==> src/rtl/if_prefetch_unit.sv <==
// Instruction-fetch prefetch unit.
// Issues sequential word fetches to instruction memory, keeps an in-order tag
// queue of (fetch address + 1) for every request in flight, and buffers the
// returned words in a small FIFO feeding decode. A redirect flushes the FIFO,
// reloads pc, and arms a down-counter that swallows the stale responses still
// on their way back from memory.
module if_prefetch_unit #(
  parameter int          DEPTH    = 4,
  parameter logic [31:0] RESET_PC = 32'h0
) (
  input  logic        clk1,
  input  logic        rst_n,
  output logic        imem_req_valid,
  output logic [9:0]  imem_req_addr,
  input  logic        imem_req_ready,
  input  logic        imem_rsp_valid,
  input  logic [31:0] imem_rsp_data,
  input  logic        redirect_valid,
  input  logic [31:0] redirect_pc,
  input  logic        halt,
  output logic        id_valid,
  output logic [31:0] id_ir,
  output logic [31:0] id_npc,
  input  logic        id_ready
);

  localparam int AW = (DEPTH > 1) ? $clog2(DEPTH) : 1;
  localparam int CW = AW + 1;

  logic [31:0]   pc_q;
  logic          run_q;

  logic [31:0]   tag_mem [DEPTH];
  logic [AW-1:0] tag_rd;
  logic [AW-1:0] tag_wr;
  logic [CW-1:0] out_cnt;
  logic [CW-1:0] out_nxt;
  logic [CW-1:0] drop_cnt;

  logic [31:0]   fifo_ir  [DEPTH];
  logic [31:0]   fifo_npc [DEPTH];
  logic [AW-1:0] fifo_rd;
  logic [AW-1:0] fifo_wr;
  logic [CW-1:0] fifo_cnt;

  logic [CW:0]   in_flight;
  logic          req_fire;
  logic          rsp_take;
  logic          rsp_drop;
  logic          push;
  logic          pop;

  // Everything fetched but not yet handed to decode must fit in the FIFO, so a
  // response can always be written in the cycle it arrives. Dropped requests
  // still count until their response comes back, which keeps the tag queue
  // from overflowing as well.
  assign in_flight      = {1'b0, fifo_cnt} + {1'b0, out_cnt};
  assign imem_req_valid = run_q && !halt && (in_flight < (CW+1)'(DEPTH));
  assign imem_req_addr  = pc_q[9:0];
  assign req_fire       = imem_req_valid && imem_req_ready;

  // A response with nothing outstanding is unsolicited and is ignored.
  assign rsp_take = imem_rsp_valid && (out_cnt != '0);
  assign rsp_drop = rsp_take && (drop_cnt != '0);
  // A response landing in a redirect cycle belongs to the old stream.
  assign push     = rsp_take && !rsp_drop && !redirect_valid;

  assign id_valid = (fifo_cnt != '0);
  assign pop      = id_valid && id_ready;
  assign id_ir    = id_valid ? fifo_ir[fifo_rd]  : '0;
  assign id_npc   = id_valid ? fifo_npc[fifo_rd] : '0;

  assign out_nxt  = out_cnt + CW'(req_fire) - CW'(rsp_take);

  // pc update; run_q holds off requests while reset is asserted and for the
  // first cycle after release so no request is ever presented under reset.
  always_ff @(posedge clk1 or negedge rst_n) begin
    if (!rst_n) begin
      pc_q  <= RESET_PC;
      run_q <= 1'b0;
    end else begin
      run_q <= 1'b1;
      if (redirect_valid) begin
        pc_q <= redirect_pc;
      end else if (req_fire) begin
        pc_q <= pc_q + 32'd1;
      end
    end
  end

  // Tag queue pointers and outstanding count, one entry per request in flight.
  always_ff @(posedge clk1 or negedge rst_n) begin
    if (!rst_n) begin
      tag_rd  <= '0;
      tag_wr  <= '0;
      out_cnt <= '0;
    end else begin
      if (req_fire) begin
        tag_wr <= tag_wr + AW'(1);
      end
      if (rsp_take) begin
        tag_rd <= tag_rd + AW'(1);
      end
      out_cnt <= out_nxt;
    end
  end

  // Tag storage: the npc that will accompany each returning word.
  always_ff @(posedge clk1) begin
    if (req_fire) begin
      tag_mem[tag_wr] <= pc_q + 32'd1;
    end
  end

  // Drop down-counter: on redirect every request still outstanding after the
  // edge (including one accepted in the redirect cycle) becomes stale.
  always_ff @(posedge clk1 or negedge rst_n) begin
    if (!rst_n) begin
      drop_cnt <= '0;
    end else if (redirect_valid) begin
      drop_cnt <= out_nxt;
    end else if (rsp_drop) begin
      drop_cnt <= drop_cnt - CW'(1);
    end
  end

  // FIFO pointers and occupancy; a redirect empties it regardless of pop.
  always_ff @(posedge clk1 or negedge rst_n) begin
    if (!rst_n) begin
      fifo_rd  <= '0;
      fifo_wr  <= '0;
      fifo_cnt <= '0;
    end else if (redirect_valid) begin
      fifo_rd  <= '0;
      fifo_wr  <= '0;
      fifo_cnt <= '0;
    end else begin
      if (push) begin
        fifo_wr <= fifo_wr + AW'(1);
      end
      if (pop) begin
        fifo_rd <= fifo_rd + AW'(1);
      end
      fifo_cnt <= fifo_cnt + CW'(push) - CW'(pop);
    end
  end

  // FIFO storage; the word and its tag are written together.
  always_ff @(posedge clk1) begin
    if (push) begin
      fifo_ir[fifo_wr]  <= imem_rsp_data;
      fifo_npc[fifo_wr] <= tag_mem[tag_rd];
    end
  end

endmodule
==> config.mk <==
export PLATFORM = sky130hd
export DESIGN_NAME = if_prefetch_unit
export DESIGN_NICKNAME = d
export VERILOG_FILES = /design/src/rtl/if_prefetch_unit.sv
export SDC_FILE = /design/constraint.sdc
export NUM_CORES = 1
export LEC_CHECK = 0
export BUFFER_PORTS_ARGS = -buffer_cell sky130_fd_sc_hd__buf_2
export CAP_MARGIN = 25
export CORE_ASPECT_RATIO = 1.2
export CORE_UTILIZATION = 30
export CTS_CLUSTER_DIAMETER = 200
export DETAILED_ROUTE_END_ITERATION = 10
export PLACE_DENSITY_LB_ADDON = 0.2
export SETUP_SLACK_MARGIN = 0.1
export SLEW_MARGIN = 30
export SYNTH_ARGS = -nofsm -noshare
export SYNTH_HDL_FRONTEND = slang
export SYNTH_SLANG_ARGS = --single-unit
==> constraint.sdc <==
create_clock -name clk1 -period 3.6 [get_ports clk1]
set_input_delay 0.72 -clock clk1 [delete_from_list [all_inputs] [get_ports clk1]]
set_output_delay 0.72 -clock clk1 [all_outputs]
set_load 0.05 [all_outputs]
* Word-level counts from Yosys, hierarchy flattened *
Memories as Yosys holds them, arrays and structs flattened.
Cells that the tools add are included.

word-level totals
  RAM bits = 384
  input bits = 71
  flip-flop bits (word level) = 50
  logic and storage cells = 57
  memories kept = 3

memories
  memory    words  width  rd ports  clocked after Yosys merged registers in  wr ports  line  text
  fifo_ir   4      32     1         0                                        1         40    logic [31:0] fifo_ir [DEPTH];
  fifo_npc  4      32     1         0                                        1         41    logic [31:0] fifo_npc [DEPTH];
  tag_mem   4      32     1         0                                        1         33    logic [31:0] tag_mem [DEPTH];

cells by class
  $lt $le $gt $ge = 1
  multiplexer cells = 15
  add/subtract/negate cells = 11
  reductions and logical operators = 18

operator list
  kind                     number
  $mux W32                 4
  $add A32 B1 Y32 const B  1
  $mux W3                  3
  $reduce_bool A3 Y1       3
  $add A2 B1 Y2 const B    4
  $logic_and A1 B1 Y1      8
  $mux W2                  4
  $reduce_bool A2 Y1       4
  $add A3 B1 Y3            2
  $sub A3 B1 Y3            2
  $add A3 B3 Y4            1
  $lt A4 B3 Y1 const B     1
  $mux W1                  4
  $logic_not A1 Y1         3
  $sub A3 B1 Y3 const B    1

* Longest topological paths before layout *
  depth after elaboration = 9
  gate-level depth with buffers = 15

* Least setup slack after synthesis *
No wires, ideal clock.

  path type = input to register
  from = input imem_rsp_valid
  to = memory fifo_ir[0][0], enable pin
  buffers on the path = 0
  library setup time = 429 ps
  arrival = 2963 ps
  slack = 208 ps
  required time = 3171 ps
  stages = 4
  cell sequence = o31a_1 and3_1 nor2b_1 and2_1

on the way
  longest elaborated chain between the ends = 7

RTL lines
  what                                line  text
  start: declaration                  16    input logic imem_rsp_valid,
  $logic_and A1 B1 Y1 *               63    assign rsp_take = imem_rsp_valid && (out_cnt != '0);
  $logic_and A1 B1 Y1                 64    assign rsp_drop = rsp_take && (drop_cnt != '0);
  $logic_not A1 Y1                    66    assign push = rsp_take && !rsp_drop && !redirect_valid;
  $logic_and A1 B1 Y1 * (2 in a row)  66
  $mux W1 *                           150   if (push) begin
  $mux W1 (not written as such) *     151   fifo_ir[fifo_wr] <= imem_rsp_data;
  end: declaration                    40

Mark *: on every way between the ends. The rest lies on a longest branch, timed or not.

* Final worst setup path *
  from = register fifo_rd[0]
  to = output id_npc[20]

on the way
  longest elaborated chain between the ends = 2

RTL lines
  what                      line  text
  start: declaration        42    logic [AW-1:0] fifo_rd;
  start signal: assignment  142   fifo_rd <= fifo_rd + AW'(1);
  $mem_v2 Z4 W32            n/a
  $mux W32                  71    assign id_npc = id_valid ? fifo_npc[fifo_rd] : '0;
  end: declaration          23    output logic [31:0] id_npc,

Every way passes these cells.

==> metrics.yaml <==
synthesis:
  synth-seq-cells: 434
  synthArstFlopShare_pct: 11.5
  synth_top_area_share_pct: 65.0
  synthFlopType: "edfxtp_1"
  synthesis.nets: 1063
  ys_seq_area_share_pct: 72.0
  ys_types: 44
  synth_top_cell_by_area: "edfxtp_1"
  synthCells: 973
  yosysMostFrequentCell: "edfxtp_1"
  yosysWarnings: 0
  synthTopCellsByCount: "384 x edfxtp_1, 96 x mux4_2, 76 x and2_1"
  synth-edff-count: 384
  synth_area_leaders: "edfxtp_1 65%, mux4_2 12%, dfrtp_1 7.0%, and2_1 2.7%, xnor2_1 1.9%"
  avgSynthCellArea_um2: 18.2
  synth_area_um2: 17800
global_route:
  grt_pass1_vias: 9484
  grt_overflow: 0
  antenna_found_initial: 0
  grt_start_max_net_pins: 78
  grt_pass1_wl_um: 59900
  track_usage_pct: 13.4
route:
  wl_per_cell_um: 20.1
  firstDrtPassIters: 5
  finalWirelength_um: 39300
  via_count: 8812
  drtIter0Drc: 469
  final_antenna_net_count: 0
  drc: 0
  via_per_inst: 4.51
power:
  p_leak_uw: 0.00711
  pwr-share-seq_pct: 41.0
  power.switching_uw: 5240
  p_clk_share_pct: 29.9
  pwr-share-comb_pct: 29.1
  peakVddDrop_mv: 0.391
  p_per_area_nw_per_um2: 743
  power_uw: 15600
  p_sw_share_pct: 33.6
  p_int_uw: 10300
clocking:
  post_cts_buffers: 0
  postCtsHoldBufs: 0
  clk_transition_reported_paths_ns: 0.06
  post_cts_resize_count: 0
  cts_sinks: 434
  htree_levels: 2
  cts_tree: "done"
  cts_inserted_buffers: 45
  root_buffer: "clkbuf_16"
  clk_latency_ns: 0.57
  clockBufferDepth: 3
timing:
  holdWs_ns: 0.243
  slew_viol_final: 0
  period_needed_ns: 3.25
  relSlewSlack_pct: 37.5
  setup_slack_ns: 0.349
  setup_viol: 0
  finalCritPeriodShare_pct: 90.3
  rsz0062_at_grt: "false"
  hold_viol: 0
  clock_skew_ns: 0.0210
  fmax_mhz: 308
  tightestPinTransition_ns: 0.938
  fin_setup_tns_ns: 0
floorplan:
  die_h_um: 268
  start_util_pct: 30.4
  io-pin-count: 147
  die_w_um: 224
  rows: 97
  coreArea_um2: 58400
  fp.dieArea_um2: 60200
place:
  hpwl_um: 24800
  gp_congestion: 0.731
  placed_cells: 1874
  io_buffers: 146
  dp_slack_ns: 0.507
layout:
  diodes: 0
  drive_gt1_share_pct: 30.7
  fin_cells: 1956
  area_delta_synth_final_pct: 18.1
  nets: 1219
critical_path:
  crit_fanout: 24
  cp.arrival_ns: 2.53
  critPathLaunchType: "flop"
  critPathSlowestCell: "dfrtp_4"
  critPathMaxStageDelay_ns: 0.68
  cp_cell_sequence: "buf_12, mux4_2, and2_1, buf_2"
  cp.required_ns: 2.88
  reg2reg_depth: 13
  critical_path_class: "reg -> out"
  worst_setup_path_end_kind: "primary output"
hold_path:
  min_path_type: "in -> async"
run_status:
  status: "completed"
flow_run:
  maxCapViolCount: 0
flip-flops by register name, indices dropped and copies added, names as in the netlist:
signal and cells:
fifo_npc 128, out_cnt 3, pc_q 32, fifo_wr 2, run_q 1, fifo_rd 2
tag_mem 128, drop_cnt 3, fifo_ir 128, fifo_cnt 3, tag_rd 2, tag_wr 2
power groups by stage:
stage / sequential (uW) / clock, uW / combinational, uW
3_3_place_gp: 6510 / 0 / 4650
2_1_floorplan: 6210 / 0 / 3610
4_1_cts: 6410 / 4810 / 4670
6_report: 6390 / 4660 / 4540
3_5_place_dp: 6510 / 0 / 4670
5_1_grt: 6440 / 4980 / 4890
per-stage QoR:
stage               area [um2]  util, %
floorplan                17800        -
global placement         19500     33.4
detailed placement       19500     33.4
CTS                      21000     35.9
global route             21000     35.9
finish                   21000     35.9
cell type report:
class / count / area, um2
sequential: 434 / 12800
clock inverter: 23 / 263
multi-input combinational: 455 / 4590
inverter: 17 / 66.3
timing repair buffer: 176 / 1070
tap: 792 / 991
fill: 5520 / 37400
clock buffer: 59 / 1200
per-layer routing:
metal	GRT usage, %	up-vias	share of wire, %
met4	4.52	0	2.6
met3	2.38	58	4.5
met1	17.8	4506	45
met5	0	-	0
li1	-	4048	-
met2	22.2	200	48
worst paths after layout:
kind / from / end / slack (ns)
min in group clk1: redirect_pc[17] / pc_q[17] / 0.36
hold / removal: rst_n / tag_wr[0] / 0.24
max in group asynchronous: rst_n / out_cnt[1] / 2.59
setup / recovery: fifo_rd[0] / id_npc[20] / 0.35
hold reg to reg: out_cnt[2] / out_cnt[2] / 0.54
setup reg to reg: out_cnt[2] / drop_cnt[2] / 0.64
layout by cell type, fill, tap and decap left out, types with 19 or more instances in the layout:
cell type,n
xnor2_1,38
dfrtp_1,46
edfxtp_1,384
and2_1,72
nand2_1,57
clkbuf_16,45
buf_4,21
o21ai_0,25
xor2_1,34
buf_2,146
mux4_2,96
nor2_1,19
worst max-delay path, delay by kind of cell (launching register included):
kind	cells	cell delay, ns
flip-flops	1	0.68
multiplexers	1	0.58
AND/OR/NAND/NOR	1	0.18
buffers and inverters	2	0.48
cells by family after synthesis:
group | count (synthesis) | synth area share, %
fa+ha+maj | 19 | 1.42
other cells | 1 | 0.0211
compound gates | 40 | 1.17
flops | 434 | 72.0
mux | 99 | 12.3
simple gates | 224 | 7.26
xor+xnor | 72 | 3.55
buf+inv | 84 | 2.21
(Power assumes the default switching activity.)
